## src/rtl/ysyx_22040125_ifu_fetch.sv

```systemverilog
// ysyx_22040125_ifu_fetch: sequential instruction fetch with a small PC/instruction FIFO and redirect flush
module ysyx_22040125_ifu_fetch #(
    parameter logic [63:0] RESET_PC   = 64'h8000_0000,
    parameter int          FIFO_DEPTH = 2
) (
    input  logic        clk,
    input  logic        rst,
    input  logic        i_redirect_valid,
    input  logic [63:0] i_redirect_pc,
    input  logic        i_out_ready,
    output logic        o_out_valid,
    output logic [31:0] o_out_inst,
    output logic [63:0] o_out_pc,
    output logic        o_imem_req_valid,
    input  logic        i_imem_req_ready,
    output logic [63:0] o_imem_req_addr,
    input  logic        i_imem_resp_valid,
    input  logic [31:0] i_imem_resp_data
);
    localparam int AW = $clog2(FIFO_DEPTH);
    localparam int CW = $clog2(FIFO_DEPTH + 1);
    typedef enum logic [1:0] {IDLE, REQ, WAIT, DROP} state_t;
    state_t          r_state;
    logic [63:0]     r_fetch_pc;
    logic [63:0]     r_pend_pc;
    logic [63:0]     r_pc_q   [FIFO_DEPTH];
    logic [31:0]     r_inst_q [FIFO_DEPTH];
    logic [AW-1:0]   r_rd_ptr;
    logic [AW-1:0]   r_wr_ptr;
    logic [CW-1:0]   r_count;
    logic            w_fire;
    logic            w_push;
    logic            w_pop;
    logic            w_flush;
    assign o_imem_req_valid = (r_state == REQ) && (r_count < CW'(FIFO_DEPTH));
    assign o_imem_req_addr  = r_fetch_pc;
    assign o_out_valid      = r_count != '0;
    assign o_out_pc         = r_pc_q[r_rd_ptr];
    assign o_out_inst       = r_inst_q[r_rd_ptr];
    assign w_fire  = o_imem_req_valid && i_imem_req_ready;
    assign w_flush = i_redirect_valid && (r_state != IDLE);
    assign w_push  = (r_state == WAIT) && i_imem_resp_valid && !i_redirect_valid;
    assign w_pop   = o_out_valid && i_out_ready && !i_redirect_valid;
    always_ff @(posedge clk) begin
        if (rst) begin
            r_state    <= IDLE;
            r_fetch_pc <= RESET_PC;
            r_pend_pc  <= '0;
            r_rd_ptr   <= '0;
            r_wr_ptr   <= '0;
            r_count    <= '0;
            for (int i = 0; i < FIFO_DEPTH; i++) begin
                r_pc_q[i]   <= '0;
                r_inst_q[i] <= '0;
            end
        end else begin
            case (r_state)
                IDLE: r_state <= REQ;
                REQ: begin
                    if (w_fire) begin
                        r_pend_pc  <= r_fetch_pc;
                        r_fetch_pc <= r_fetch_pc + 64'd4;
                        r_state    <= i_redirect_valid ? DROP : WAIT;
                    end
                end
                WAIT: r_state <= i_imem_resp_valid ? REQ : (i_redirect_valid ? DROP : WAIT);
                // The outstanding response always retires DROP, even alongside a new redirect
                DROP: r_state <= i_imem_resp_valid ? REQ : DROP;
                default: r_state <= IDLE;
            endcase
            if (w_flush)
                r_fetch_pc <= i_redirect_pc & ~64'd3;
            if (w_flush) begin
                r_rd_ptr <= '0;
                r_wr_ptr <= '0;
                r_count  <= '0;
            end else begin
                if (w_push) begin
                    r_pc_q[r_wr_ptr]   <= r_pend_pc;
                    r_inst_q[r_wr_ptr] <= i_imem_resp_data;
                    r_wr_ptr           <= r_wr_ptr + AW'(1);
                end
                if (w_pop)
                    r_rd_ptr <= r_rd_ptr + AW'(1);
                r_count <= r_count + CW'(w_push) - CW'(w_pop);
            end
        end
    end
endmodule
```

## config.mk

```make
export PLATFORM = sky130hd
export DESIGN_NAME = ysyx_22040125_ifu_fetch
export DESIGN_NICKNAME = d
export VERILOG_FILES = /design/src/rtl/ysyx_22040125_ifu_fetch.sv
export SDC_FILE = /design/constraint.sdc
export NUM_CORES = 1
export LEC_CHECK = 0
export BUFFER_PORTS_ARGS = -buffer_cell sky130_fd_sc_hd__buf_2
export CAP_MARGIN = 25
export CORE_ASPECT_RATIO = 0.5
export CORE_UTILIZATION = 25
export CTS_CLUSTER_DIAMETER = 200
export CTS_CLUSTER_SIZE = 12
export DETAILED_ROUTE_END_ITERATION = 16
export MAX_ROUTING_LAYER = met4
export PLACE_DENSITY = 0.49
export SETUP_SLACK_MARGIN = 0.15
export SLEW_MARGIN = 15
export SYNTH_ARGS = -nofsm -noshare
export SYNTH_HDL_FRONTEND = slang
export SYNTH_SLANG_ARGS = --single-unit
```

## constraint.sdc

```tcl
create_clock -name clk -period 18.4 [get_ports clk]
set_clock_uncertainty 0.15 [all_clocks]
set_input_delay 3.68 -clock clk [delete_from_list [all_inputs] [get_ports clk]]
set_output_delay 3.68 -clock clk [all_outputs]
set_load 0.05 [all_outputs]
```

# After elaboration in Yosys (flattened, before gate mapping)
# Memory sizes are Yosys's and may differ from the RTL's. A register that Yosys moved wholly into a read port is not among the register bits.
# Cells that the tools add are included.
dict set report op_classes {
  n_reduce_logical 18
  mux 24
  eq_ne 4
  add_sub_neg 5
  n_lt_le_gt_ge 1
}
# operator count
set ops {}
lappend ops {{$mux W64} 4}
lappend ops {{$add A64 B3 Y64 const B} 1}
lappend ops {{$reduce_or A64 Y1} 1}
lappend ops {{$mux W32} 1}
lappend ops {{$reduce_or A32 Y1} 1}
lappend ops {{$mux W1} 15}
lappend ops {{$pmux W2 S4} 1}
lappend ops {{$reduce_bool A2 Y1} 4}
lappend ops {{$logic_and A1 B1 Y1} 7}
lappend ops {{$mux W2} 3}
lappend ops {{$eq A2 B2 Y1 const B} 2}
lappend ops {{$reduce_and A2 Y1} 2}
lappend ops {{$add A1 B1 Y1 const B} 2}
lappend ops {{$add A2 B1 Y2} 1}
lappend ops {{$eq A2 B1 Y1 const B} 1}
lappend ops {{$logic_not A2 Y1} 1}
lappend ops {{$lt A2 B2 Y1 const B} 1}
lappend ops {{$ne A2 B2 Y1 const B} 1}
lappend ops {{$reduce_or A2 Y1} 1}
lappend ops {{$sub A2 B1 Y2} 1}
lappend ops {{$logic_not A1 Y1} 1}
dict set report totals {
  output_inout_bits 162
  n_memories 2
  register_bits 134
  inputBits 102
  wordCells 61
  mem_bits_rw 192
}
# name words word_bits rd rd_ports_with_merged_regs wr line_no
set mem_list {}
lappend mem_list {r_pc_q 2 64 1 1 2 26} ;# logic [63:0] r_pc_q [FIFO_DEPTH];
lappend mem_list {r_inst_q 2 32 1 1 2 27} ;# logic [31:0] r_inst_q [FIFO_DEPTH];

# Longest topological paths before layout
# Gate-level depths: netlist of run 1.
dict set report logic_depth {
  depth_word 9
  mapped_depth 10
  ltp_nobuf 9
}

# Worst setup path before layout of run 1
# OpenSTA, ideal clock, no wires.
dict set report synth_timing {
  path_type {input-to-reg}
  start {input port i_imem_resp_valid}
  end {memory r_inst_q[0][0], enable pin}
  t_arrival_ns 10.700
  setup_ns 0.676
  path_stages 4
  path_slack_ns 6.874
  path_buffers 0
  path_cell_list {nand2_1 > nor3_1 > inv_1 > o21ai_0}
}
# element line_no
set synth_rtl {}
lappend synth_rtl {{start, declared} 17} ;# input logic i_imem_resp_valid,
lappend synth_rtl {{end, declared} 27}

==> impl_table.tex, run 1 <==
\begin{tabular}{lr}
\hline
Metric & Value \\
\hline
\multicolumn{2}{l}{\textbf{Power and ir drop}} \\
Sequential group share of total power & between 50\% and 60\% \\
Proportion of power drawn by the clock network & between 30\% and 40\% \\
Switching power summed over all nets & between 400 and 500 uW \\
Total Power & about 1.6 mW \\
Switching share of power & between 20 and 30\% \\
Cell Pwr Density & between 90 and 100 nW/um\^{}2 \\
Leakage Power & between 6 and 7 nW \\
Cell-internal power & 1.134 mW \\
Combinational share of power & between 10 and 15\% \\
IR drop worst, VDD & around 84 uV \\
\multicolumn{2}{l}{\textbf{Clocking}} \\
H-tree Lvls & 1 \\
Worst-Skew Late Latency & roughly 0.6 ns \\
Root buffer cell & sky130\_fd\_sc\_hd\_\_clkbuf\_16 \\
Quantity of hold-fixing buffers added after cts & 0 \\
Number of gates resized after cts & 0 \\
Clock buffers created by TritonCTS & 30 \\
Post-CTS Setup Inserts & 0 \\
TritonCTS clock tree & yes \\
Clock sink total & around 320 \\
Number of buffers on the longest clock path & 3 \\
Clock input transition at the sequential cells of the worst setup and hold paths & approximately 0.070 ns \\
\multicolumn{2}{l}{\textbf{Die}} \\
Height of the die & 169.8 microns \\
I/O Pins & around 260 \\
Overall die area & roughly 57,000 sq um \\
Starting density of the core & between 20\% and 30\% \\
Placeable core region & 55,560 sq um \\
Number of core rows & 61 \\
Die Wd & about 340 microns \\
\multicolumn{2}{l}{\textbf{STA}} \\
Slew HR & between 30\% and 40\% \\
Period utilisation layout & roughly 36\% \\
Worst Setup Slack, final & 11.71 ns \\
Final count of hold timing violations & 0 \\
Count of endpoints failing setup in the final report & 0 \\
Setup repair after global routing missed its margin & no \\
Setup tns final & 0 ns \\
Max Clock Freq & between 100 and 150 MHz \\
Total count of max-transition violations in the final report & 0 \\
Transition time at the pin with the least slew margin & approximately 0.99 ns \\
Hold\_ws & approximately 0.31 ns \\
Shortest clock period the worst path allows after layout & roughly 6.7 ns \\
\multicolumn{2}{l}{\textbf{Cells and area}} \\
Post-layout nets & roughly 1,600 \\
Register Area & around 8300 sq um \\
Area used by multi-input combinational logic & 5438 sq um \\
Layout overhead on the synthesized area & 20.86\% \\
Post-route cell area & 17,010 sq um \\
Proportion of layout cells with a drive suffix above 1 & a little over a quarter \\
Fill cell total of the finished layout & about 5,900 \\
\multicolumn{2}{l}{\textbf{Yosys}} \\
Post-Syn Area per Cell & around 11 sq um \\
Post-synthesis xor/xnor area fraction & $\sim$2.7\% \\
Mux share of post-synthesis cell area & roughly 7.7\% \\
Cell taking the most area after synthesis & sky130\_fd\_sc\_hd\_\_edfxtp\_1 \\
Synthesized cell area & roughly 14,000 sq um \\
Yosys top cell area share & 40.12\% \\
Number of flops mapped to enable cells by yosys & about 190 \\
Most used DFF post-synth & sky130\_fd\_sc\_hd\_\_edfxtp\_1 \\
Area fraction in and, or, nand and nor cells after synthesis & between 20\% and 30\% \\
Post-synthesis instance total & between 1,000 and 1,500 \\
Cell types occupying the most area after synthesis & sky130\_fd\_sc\_hd\_\_edfxtp\_1, sky130\_fd\_sc\_hd\_\_dfxtp\_1, sky130\_fd\_sc\_hd\_\_and2\_1 \\
Count of unique library cells instantiated by Yosys & 52 \\
Post-Synth Adder-Cell Area & less than 1\% \\
Sequential share of the synthesized area & 58.76\% \\
Share of async-settable or async-resettable flops after synthesis & 0\% \\
Warnings, synthesis & 0 \\
Compound-gate portion of the synthesized area & $\sim$7.3\% \\
Number of synthesized register bits & 319 \\
Dominant combinational cell family by area after synthesis & simple AND/OR/NAND/NOR gates \\
\multicolumn{2}{l}{\textbf{Drt}} \\
Detailed-route DRC error count & 0 \\
Via Count & slightly above 10,000 \\
Sum of routed wire length over all layers & approximately 43 mm \\
Routed wire per std cell & 18.74 microns \\
Count of nets left with antenna violations after detail routing & 0 \\
First-pass DRT Iterations & 5 \\
Number of DRC markers in iteration 0 & 580 \\
Drt via density & about 4.5 \\
\multicolumn{2}{l}{\textbf{Worst setup path}} \\
Category of the critical setup timing path & flip-flop to output port \\
Critical path's largest stage delay & around 0.83 ns \\
Maximum net fanout on the critical path & 60 \\
Startpoint kind of the worst setup timing path & flip-flop \\
Data required time of the worst path & 14.57 ns \\
Critical Path End Type & output port \\
Data arrival time of the critical path & 2.86 ns \\
Critical path cell sequence & buf\_4, mux2\_2, buf\_2 \\
Critical-path top delay cell & sky130\_fd\_sc\_hd\_\_buf\_4 \\
\multicolumn{2}{l}{\textbf{GRT}} \\
Pin count of the biggest net entering global routing & between 70 and 80 \\
Wire length of the first global-routing pass & 62.98 mm \\
Total congestion overflow & 0 \\
Initial antenna violation count & 6 \\
Gr usage total & around 15\% \\
Via count of the first global-routing pass & 9,847 \\
\multicolumn{2}{l}{\textbf{Flow run}} \\
Number of max-capacitance violations reported & 0 \\
\multicolumn{2}{l}{\textbf{Placed design}} \\
Placed Area & around 16,000 sq um \\
DPL Wire Length & 27.15 mm \\
Place WS & 11.60 ns \\
Final GP Congestion & between 0.7 and 0.8 \\
Count of input and output buffers & 257 \\
\multicolumn{2}{l}{\textbf{Hold path}} \\
Hold Path Class & flip-flop to flip-flop \\
\multicolumn{2}{l}{\textbf{Run status}} \\
Outcome & complete, no violations \\
\hline
\end{tabular}
-- Yosys cell counts, drive strengths merged, types with 16 or more instances --
library cell and count:
nor2 35, or4 21, clkbuf 71, nand2 158
nor3 22, nand3 27, xnor2 30, a21oi 87
edfxtp 188, and2 189, dfxtp 131, a211oi 16
buf 19, mux2 94, o21ai 40, nand4 25
-- layout make-up --
class / count / share of cell area [%]
inverter: 13 / 0.2870
antenna: 6 / 0.08829
sequential: 319 / 48.64
timing repair buffer: 273 / 8.388
tap: 756 / 5.562
clock inverter: 2 / 0.1324
multi-input combinational: 852 / 31.98
clock buffer: 53 / 4.922
-- sequential cells by signal (all words and copies together) (netlist names), named ones only --
register	cells
r_state	2
r_pend_pc	62
r_wr_ptr	1
r_pc_q	124
r_rd_ptr	1
r_count	2
o_imem_req_addr	62
r_inst_q	64
-- critical path, delay by kind of cell (launching register included) --
family | cells | cell delay (ns)
buf+inv | 2 | 1.05
flops | 1 | 0.75
mux | 1 | 0.43
-- final timing paths --
path	from	endpoint	slack [ns]	cells after the start
max	flip-flop	o_out_inst[16]	11.71	3
max reg2reg	r_state[1]	r_inst_q[1][27]	15.13	6
min	r_pend_pc[35]	r_pend_pc[35]	0.31	2
min reg2reg	r_pend_pc[35]	r_pend_pc[35]	0.31	2
-- metal layers --
layer	routed length [microns]	vias to the layer above	GRT usage [%]
met5	0	-	-
met4	1070	0	4.407
met3	1269	58	2.068
met2	22890	153	26.97
met1	17400	4967	17.32
li1	-	4951	-
-- stage by stage --
| step | instances | utilization [%] |
|---|---|---|
| after detailed placement | 2213 | 29.03 |
| after CTS | 2268 | 30.58 |
| after floorplan | 1274 | - |
| after global routing | 2273 | 30.60 |
| after global placement | 2211 | 28.97 |
| final | 2274 | 30.60 |
-- cell usage in the layout, fill, tap and decap left out, drive strengths merged, types with 3 or more instances in the layout --
cell,count
buf,273
a2111o,3
a211oi,16
nand3,27
mux2,94
o21ai,40
xor2,14
a21oi,87
nor2,35
a311oi,5
and3,8
o31ai,9
and2,189
nand4,25
nor4,14
inv,13
diode,6
edfxtp,188
a31oi,10
dfxtp,131
or2,4
xnor2,30
nand2,158
conb,4
or3,11
ha,3
nor3,22
and4,6
clkbuf,53
or4,21
-- power groups by stage --
stage          combinational, mW  sequential, mW  clock, mW
6_report                   0.176           0.812      0.584
5_1_grt                    0.187           0.816      0.634
4_1_cts                    0.179           0.812      0.603
3_5_place_dp               0.178           0.828          0
3_3_place_gp               0.177           0.827          0
2_1_floorplan             0.0889           0.857          0
-- kinds of logic (layout without fill, tap and decap cells) --
kind of cell,count (synthesis),in the layout
multiplexers,96,96
AND/OR/NAND/NOR,528,528
buffers and inverters,103,341
other,1,10
XOR/XNOR,44,44
AO/OA/AOI/OAI,177,177
adder cells (fa/ha/maj),3,3
flip-flops,319,319
No activity file was read; power rests on OpenSTA's default activity.
==> run 2: changes to the inputs <==
Clock period 18.4 ns to 6.3 ns, I/O delays scaled along.
==> impl_table.tex, run 2 (synthesized netlist as in run 1, its figures left out) <==
\begin{tabular}{lr}
\hline
Metric & Value \\
\hline
\multicolumn{2}{l}{\textbf{Run status}} \\
Outcome & complete, no violations (unchanged) \\
\multicolumn{2}{l}{\textbf{Cells and area}} \\
Most common library cell in the layout ignoring fill and taps & sky130\_fd\_sc\_hd\_\_buf\_2 (unchanged) \\
Post-layout nets & 1,591 (was 1,594) \\
Layout overhead on the synthesized area & 20.91\% (was 20.86\%) \\
Commonest cells after routing, fill and taps aside & sky130\_fd\_sc\_hd\_\_buf\_2, sky130\_fd\_sc\_hd\_\_and2\_1, sky130\_fd\_sc\_hd\_\_edfxtp\_1 (unchanged) \\
Number of flip-flops in the largest register & 124 (unchanged) \\
Area used by multi-input combinational logic & 5438 sq um (unchanged) \\
Biggest registers after layout & r\_pc\_q (124), r\_inst\_q (64) (unchanged) \\
Layout Cells excl Fill & 2,271 (was 2,274) \\
Fill cell total of the finished layout & 5,850 (was 5,880) \\
Proportion of layout cells with a drive suffix above 1 & 27.15\% (was 27.31\%) \\
Largest Register & r\_pc\_q (unchanged) \\
Register Area & 8272 sq um (unchanged) \\
\multicolumn{2}{l}{\textbf{Power and ir drop}} \\
Leakage Power & 6.274 nW (was 6.282 nW) \\
IR drop worst, VDD & 170.1 uV (was 84.48 uV) \\
Cell Pwr Density & 268.8 nW/um\^{}2 (was 92.40 nW/um\^{}2) \\
Cell-internal power & 3.313 mW (was 1.134 mW) \\
Combinational share of power & 11.1\% (was 11.2\%) \\
Proportion of power drawn by the clock network & 37.0\% (was 37.2\%) \\
Switching power summed over all nets & 1.260 mW (was 437.2 uW) \\
Sequential group share of total power & 51.8\% (was 51.7\%) \\
Switching share of power & 27.55\% (was 27.83\%) \\
\multicolumn{2}{l}{\textbf{Worst setup path}} \\
R2R Path Start & o\_imem\_req\_addr[2] (was r\_state[1]) \\
Startpoint kind of the worst setup timing path & flip-flop (unchanged) \\
Combined buffer and inverter count along the critical path & 2 (unchanged) \\
Data arrival time of the critical path & 2.37 ns (was 2.86 ns) \\
Maximum net fanout on the critical path & 35 (was 60) \\
Top delay family on crit path & buffers and inverters (unchanged) \\
Category of the critical setup timing path & flip-flop to output port (unchanged) \\
Capture instance of the worst register-to-register path & o\_imem\_req\_addr[56] (was r\_inst\_q[1][27]) \\
Data required time of the worst path & 4.89 ns (was 14.57 ns) \\
Critical-path top delay cell & sky130\_fd\_sc\_hd\_\_dfxtp\_4 (was sky130\_fd\_sc\_hd\_\_buf\_4) \\
Critical path's largest stage delay & 0.62 ns (was 0.83 ns) \\
Critical path cell sequence & buf\_4, mux2\_2, buf\_2 (unchanged) \\
Number of cells traversed by the worst register-to-register path & 6 (unchanged) \\
Critical Path End Type & output port (unchanged) \\
Register-to-register setup slack & 3.06 ns (was 15.13 ns) \\
\multicolumn{2}{l}{\textbf{Die}} \\
Placeable core region & 55,560 sq um (unchanged) \\
Die Wd & 337.5 microns (unchanged) \\
Height of the die & 169.8 microns (unchanged) \\
Overall die area & 57,290 sq um (unchanged) \\
I/O Pins & 264 (unchanged) \\
Starting density of the core & 25.32\% (unchanged) \\
Number of core rows & 61 (unchanged) \\
\multicolumn{2}{l}{\textbf{Clocking}} \\
TritonCTS clock tree & yes (unchanged) \\
Number of buffers on the longest clock path & 3 (unchanged) \\
Clock sink total & 319 (unchanged) \\
Quantity of hold-fixing buffers added after cts & 0 (unchanged) \\
Root buffer cell & sky130\_fd\_sc\_hd\_\_clkbuf\_16 (unchanged) \\
Post-CTS Setup Inserts & 0 (unchanged) \\
Number of gates resized after cts & 0 (unchanged) \\
Clock input transition at the sequential cells of the worst setup and hold paths & 0.07 ns (about the same) \\
H-tree Lvls & 1 (unchanged) \\
Clock buffers created by TritonCTS & 30 (unchanged) \\
Worst-Skew Late Latency & 0.59 ns (about the same) \\
\multicolumn{2}{l}{\textbf{Drt}} \\
First-pass DRT Iterations & 5 (unchanged) \\
Detailed-route DRC error count & 0 (unchanged) \\
Via Count & 10,092 (was 10,129) \\
Count of nets left with antenna violations after detail routing & 0 (unchanged) \\
Routed wire per std cell & 18.42 microns (was 18.74 microns) \\
Sum of routed wire length over all layers & 41.84 mm (was 42.62 mm) \\
Drt via density & 4.444 (was 4.454) \\
Number of DRC markers in iteration 0 & 707 (was 580) \\
\multicolumn{2}{l}{\textbf{Placed design}} \\
Instance count after placement with tap cells included & 2,209 (was 2,213) \\
DPL Wire Length & 27.27 mm (was 27.15 mm) \\
Count of input and output buffers & 257 (unchanged) \\
Final GP Congestion & 0.7990 (was 0.7889) \\
\multicolumn{2}{l}{\textbf{Hold path}} \\
Instance count along the most critical hold path & 2 (unchanged) \\
Hold Path Class & flip-flop to flip-flop (unchanged) \\
Destination of the worst hold path & r\_pend\_pc[59] (was r\_pend\_pc[35]) \\
Min-delay src & r\_pend\_pc[59] (was r\_pend\_pc[35]) \\
\multicolumn{2}{l}{\textbf{STA}} \\
Shortest clock period the worst path allows after layout & between 3 and 4 ns \\
Count of endpoints failing setup in the final report & 0 (unchanged) \\
Slew HR & 31.98\% (was 34.28\%) \\
Transition time at the pin with the least slew margin & 1.012 ns (was 0.9858 ns) \\
Max Clock Freq & around 260 MHz \\
Final count of hold timing violations & 0 (unchanged) \\
Total count of max-transition violations in the final report & 0 (unchanged) \\
Setup tns final & 0 ns (unchanged) \\
Period utilisation layout & 59.96\% \\
Setup repair after global routing missed its margin & no (unchanged) \\
\multicolumn{2}{l}{\textbf{GRT}} \\
Via count of the first global-routing pass & 9,721 (was 9,847) \\
Gr usage total & 14.76\% (was 14.99\%) \\
Pin count of the biggest net entering global routing & 91 (was 77) \\
Total congestion overflow & 0 (unchanged) \\
Wire length of the first global-routing pass & 61.94 mm (was 62.98 mm) \\
Initial antenna violation count & 5 (was 6) \\
\multicolumn{2}{l}{\textbf{Flow run}} \\
Number of max-capacitance violations reported & 0 (unchanged) \\
\hline
\end{tabular}
run 2: changes by cell type in the layout (fill, tap and decap cells not counted), sizes merged:
cell / delta
buf: -3
diode: -1
clkbuf: +1
run 2: worst max path at each step:
stage               cells past startpoint              to  slack [ns]
detailed placement                      4   r_pc_q[1][25]        1.94
floorplan                               4  r_inst_q[0][0]        1.53
global placement                        4   r_pc_q[1][25]        1.95
finish                                  3   o_out_inst[5]        2.52
global route                            4   r_pc_q[1][24]        2.36
CTS                                     3   o_out_inst[5]        1.94
run 2: layout make-up:
type,instances,share of cell area [%]
well taps,756,5.560
diodes,5,0.07355
clock buffers,54,4.943
clock inverters,2,0.1324
inverters,13,0.2868
repair buffers,270,8.414
flip-flops and latches,319,48.62
multi-input cells,852,31.97
run 2: per-stage QoR:
stage / worst slack, ns / util (%) / power [mW] / cell area, sq um / hold slack [ns]
finish: 2.522 / 30.62 / 4.573 / 17010 / 0.3075
global route: 2.362 / 30.62 / 4.755 / 17010 / 0.3268
CTS: 1.935 / 30.54 / 4.636 / 16970 / 0.3109
detailed placement: 1.937 / 28.99 / 2.936 / 16110 / 0.3025
global placement: 1.951 / 28.95 / 2.931 / 16090 / 0.2967
floorplan: 1.534 / - / 2.757 / 14080 / 0.2901
run 2: power groups by stage:
stage | clock network (mW) | logic, mW | registers [mW]
floorplan | 0 | 0.260 | 2.50
global placement | 0 | 0.516 | 2.42
detailed placement | 0 | 0.518 | 2.42
CTS | 1.74 | 0.519 | 2.37
global route | 1.83 | 0.543 | 2.38
finish | 1.69 | 0.510 | 2.37
run 2: worst register-to-register path: cells and delay by family, from the launching register on:
| kind | cells | cell delay [ns] |
|---|---|---|
| AO/OA/AOI/OAI | 1 | 0.18 |
| adder cells (fa/ha/maj) | 1 | 0.26 |
| AND/OR/NAND/NOR | 4 | 2.06 |
| flip-flops | 1 | 0.51 |
run 2: per-layer routing:
metal / part of all wire (%) / vias to the layer above / track usage [%]
li1: - / 4973 / -
met1: 41 / 4929 / 16.90
met2: 54 / 139 / 27.20
met3: 2.5 / 51 / 1.794
met4: 2.3 / 0 / 3.758
met5: 0 / - / -
==> run 3: changes to the inputs <==
Settings changed: PLACE_DENSITY 0.49 to 0.51.
Clock period 6.3 ns to 3 ns, I/O delays scaled along.
==> impl_table.tex, run 3 (synthesized netlist as in run 1, its figures left out) <==
\begin{tabular}{lr}
\hline
Metric & Value \\
\hline
\multicolumn{2}{l}{\textbf{Power and ir drop}} \\
Proportion of power drawn by the clock network & 36.9\% (was 37.0\%) \\
Combinational share of power & 12.3\% (was 11.1\%) \\
IR drop worst, VDD & 400.5 uV (was 170.1 uV) \\
Cell-internal power & 7.014 mW (was 3.313 mW) \\
Sequential group share of total power & 50.8\% (was 51.8\%) \\
Leakage Power & 6.591 nW (was 6.274 nW) \\
Switching share of power & 27.73\% (was 27.55\%) \\
Switching power summed over all nets & 2.691 mW (was 1.260 mW) \\
Cell Pwr Density & 553.6 nW/um\^{}2 (was 268.8 nW/um\^{}2) \\
\multicolumn{2}{l}{\textbf{Drt}} \\
Number of DRC markers in iteration 0 & 579 (was 707) \\
Routed wire per std cell & 18.16 microns (was 18.42 microns) \\
Sum of routed wire length over all layers & 42.31 mm (was 41.84 mm) \\
Count of nets left with antenna violations after detail routing & 0 (unchanged) \\
First-pass DRT Iterations & 5 (unchanged) \\
Via Count & 10,393 (was 10,092) \\
Detailed-route DRC error count & 0 (unchanged) \\
Drt via density & 4.461 (was 4.444) \\
\multicolumn{2}{l}{\textbf{STA}} \\
Slew HR & 58.06\% (was 31.98\%) \\
Count of endpoints failing setup in the final report & 0 (unchanged) \\
Transition time at the pin with the least slew margin & 0.6267 ns (was 1.012 ns) \\
Total count of max-transition violations in the final report & 0 (unchanged) \\
Setup repair after global routing missed its margin & no (unchanged) \\
Period utilisation layout & 89.56\% \\
Shortest clock period the worst path allows after layout & between 2 and 3 ns \\
Max Clock Freq & roughly 370 MHz \\
Final count of hold timing violations & 0 (unchanged) \\
Hold\_ws & 0.06044 ns (was 0.3075 ns) \\
\multicolumn{2}{l}{\textbf{Cells and area}} \\
Number of flip-flops in the largest register & 124 (unchanged) \\
Fill cell total of the finished layout & 5,836 (was 5,850) \\
Post-layout nets & 1,648 (was 1,591) \\
Proportion of layout cells with a drive suffix above 1 & 30.31\% (was 27.15\%) \\
Biggest registers after layout & r\_pc\_q (124), r\_inst\_q (64) (unchanged) \\
Layout Cells excl Fill & 2,330 (was 2,271) \\
Commonest cells after routing, fill and taps aside & sky130\_fd\_sc\_hd\_\_buf\_2, sky130\_fd\_sc\_hd\_\_and2\_1, sky130\_fd\_sc\_hd\_\_edfxtp\_1 (unchanged) \\
Layout overhead on the synthesized area & 24.61\% (was 20.91\%) \\
Most common library cell in the layout ignoring fill and taps & sky130\_fd\_sc\_hd\_\_buf\_2 (unchanged) \\
Largest Register & r\_pc\_q (unchanged) \\
\multicolumn{2}{l}{\textbf{Clocking}} \\
Clock sink total & 319 (unchanged) \\
Worst-Skew Late Latency & 0.59 ns (about the same) \\
Quantity of hold-fixing buffers added after cts & 0 (unchanged) \\
Number of buffers on the longest clock path & 3 (unchanged) \\
Clock buffers created by TritonCTS & 30 (unchanged) \\
TritonCTS clock tree & yes (unchanged) \\
Post-CTS Setup Inserts & 1 (was 0) \\
Clock input transition at the sequential cells of the worst setup and hold paths & 0.07 ns (about the same) \\
Root buffer cell & sky130\_fd\_sc\_hd\_\_clkbuf\_16 (unchanged) \\
Number of gates resized after cts & 0 (unchanged) \\
H-tree Lvls & 1 (unchanged) \\
\multicolumn{2}{l}{\textbf{Die}} \\
Die Wd & 337.5 microns (unchanged) \\
Overall die area & 57,290 sq um (unchanged) \\
Placeable core region & 55,560 sq um (unchanged) \\
Starting density of the core & 25.32\% (unchanged) \\
Number of core rows & 61 (unchanged) \\
Height of the die & 169.8 microns (unchanged) \\
I/O Pins & 264 (unchanged) \\
\multicolumn{2}{l}{\textbf{Worst setup path}} \\
Data arrival time of the critical path & 1.94 ns (was 2.37 ns) \\
Data required time of the worst path & 2.25 ns (was 4.89 ns) \\
Maximum net fanout on the critical path & 26 (was 35) \\
Startpoint kind of the worst setup timing path & flip-flop (unchanged) \\
R2R Path Start & o\_imem\_req\_addr[15] (was o\_imem\_req\_addr[2]) \\
Critical Path End Type & output port (unchanged) \\
Category of the critical setup timing path & flip-flop to output port (unchanged) \\
\multicolumn{2}{l}{\textbf{Hold path}} \\
Hold Path Class & input port to flip-flop (was flip-flop to flip-flop) \\
Min-delay src & i\_redirect\_pc[63] (was r\_pend\_pc[59]) \\
\multicolumn{2}{l}{\textbf{Placed design}} \\
Count of input and output buffers & 257 (unchanged) \\
DPL Wire Length & 28.77 mm (was 27.27 mm) \\
Final GP Congestion & 0.8217 (was 0.7990) \\
Instance count after placement with tap cells included & 2,266 (was 2,209) \\
\multicolumn{2}{l}{\textbf{GRT}} \\
Via count of the first global-routing pass & 10,023 (was 9,721) \\
Pin count of the biggest net entering global routing & 95 (was 91) \\
Total congestion overflow & 0 (unchanged) \\
Gr usage total & 14.76\% (about the same) \\
Wire length of the first global-routing pass & 62.60 mm (was 61.94 mm) \\
Initial antenna violation count & 7 (was 5) \\
\multicolumn{2}{l}{\textbf{Flow run}} \\
Number of max-capacitance violations reported & 0 (unchanged) \\
\multicolumn{2}{l}{\textbf{Run status}} \\
Outcome & complete, no violations (unchanged) \\
\hline
\end{tabular}
-- run 3: cell types whose count changed in the layout (fill, tap and decap cells not counted), moves of 2 or more --
cell / delta
sky130_fd_sc_hd__buf_12: +6
sky130_fd_sc_hd__buf_4: +51
sky130_fd_sc_hd__dfxtp_1: -5
sky130_fd_sc_hd__dfxtp_2: +5
sky130_fd_sc_hd__diode_2: +2
-- run 3: layer usage --
layer | up-vias | global-route usage, % | share of wire, %
met4 | 0 | 5.469 | 3.5
met1 | 5089 | 16.99 | 41
li1 | 5072 | - | -
met2 | 154 | 26.27 | 53
met5 | - | - | 0
met3 | 78 | 1.817 | 2.7
-- run 3: worst paths after layout --
| check | cells past startpoint | slack (ns) | endpoint |
|---|---|---|---|
| max reg2reg | 6 | 0.32 | o_imem_req_addr[50] |
| max | 3 | 0.31 | o_out_pc[4] |
| min reg2reg | 2 | 0.31 | r_pend_pc[33] |
| min | 2 | 0.06 | o_imem_req_addr[63] |
-- run 3: power by group through the flow --
stage	registers, mW	logic (mW)	clock network [mW]
2_1_floorplan	5.24	0.548	0
3_3_place_gp	5.02	1.20	0
3_5_place_dp	5.03	1.20	0
4_1_cts	4.93	1.21	3.69
5_1_grt	4.96	1.27	3.86
6_report	4.93	1.19	3.58
-- run 3: worst max-delay path, cell delays in order (launching register included) --
cell                      delay, ns
sky130_fd_sc_hd__dfxtp_4       0.51
sky130_fd_sc_hd__buf_12        0.24
sky130_fd_sc_hd__mux2_2        0.37
sky130_fd_sc_hd__buf_2         0.22
-- run 3: metrics by stage --
| step | worst slack [ns] | power [mW] | TNS [ns] | instance area (sq um) | util, % |
|---|---|---|---|---|---|
| finish | 0.3133 | 9.706 | 0 | 17530 | 31.55 |
| global placement | 0.2298 | 6.221 | 0 | 16640 | 29.94 |
| global route | 0.1807 | 10.08 | 0 | 17530 | 31.55 |
| floorplan | -0.02439 | 5.788 | -2.292 | 14120 | - |
| CTS | 0.2536 | 9.833 | 0 | 17510 | 31.52 |
| detailed placement | 0.2127 | 6.234 | 0 | 16640 | 29.94 |
-- run 3: cell type report --
| type | count | area, sq um | share of cell area [%] |
|---|---|---|---|
| multi-input cells | 852 | 5456 | 31.12 |
| clock inverters | 2 | 22.52 | 0.1285 |
| repair buffers | 327 | 1922 | 10.96 |
| diodes | 7 | 17.52 | 0.09991 |
| well taps | 756 | 945.9 | 5.395 |
| inverters | 13 | 48.80 | 0.2783 |
| clock buffers | 54 | 840.8 | 4.796 |
| flip-flops and latches | 319 | 8278 | 47.22 |
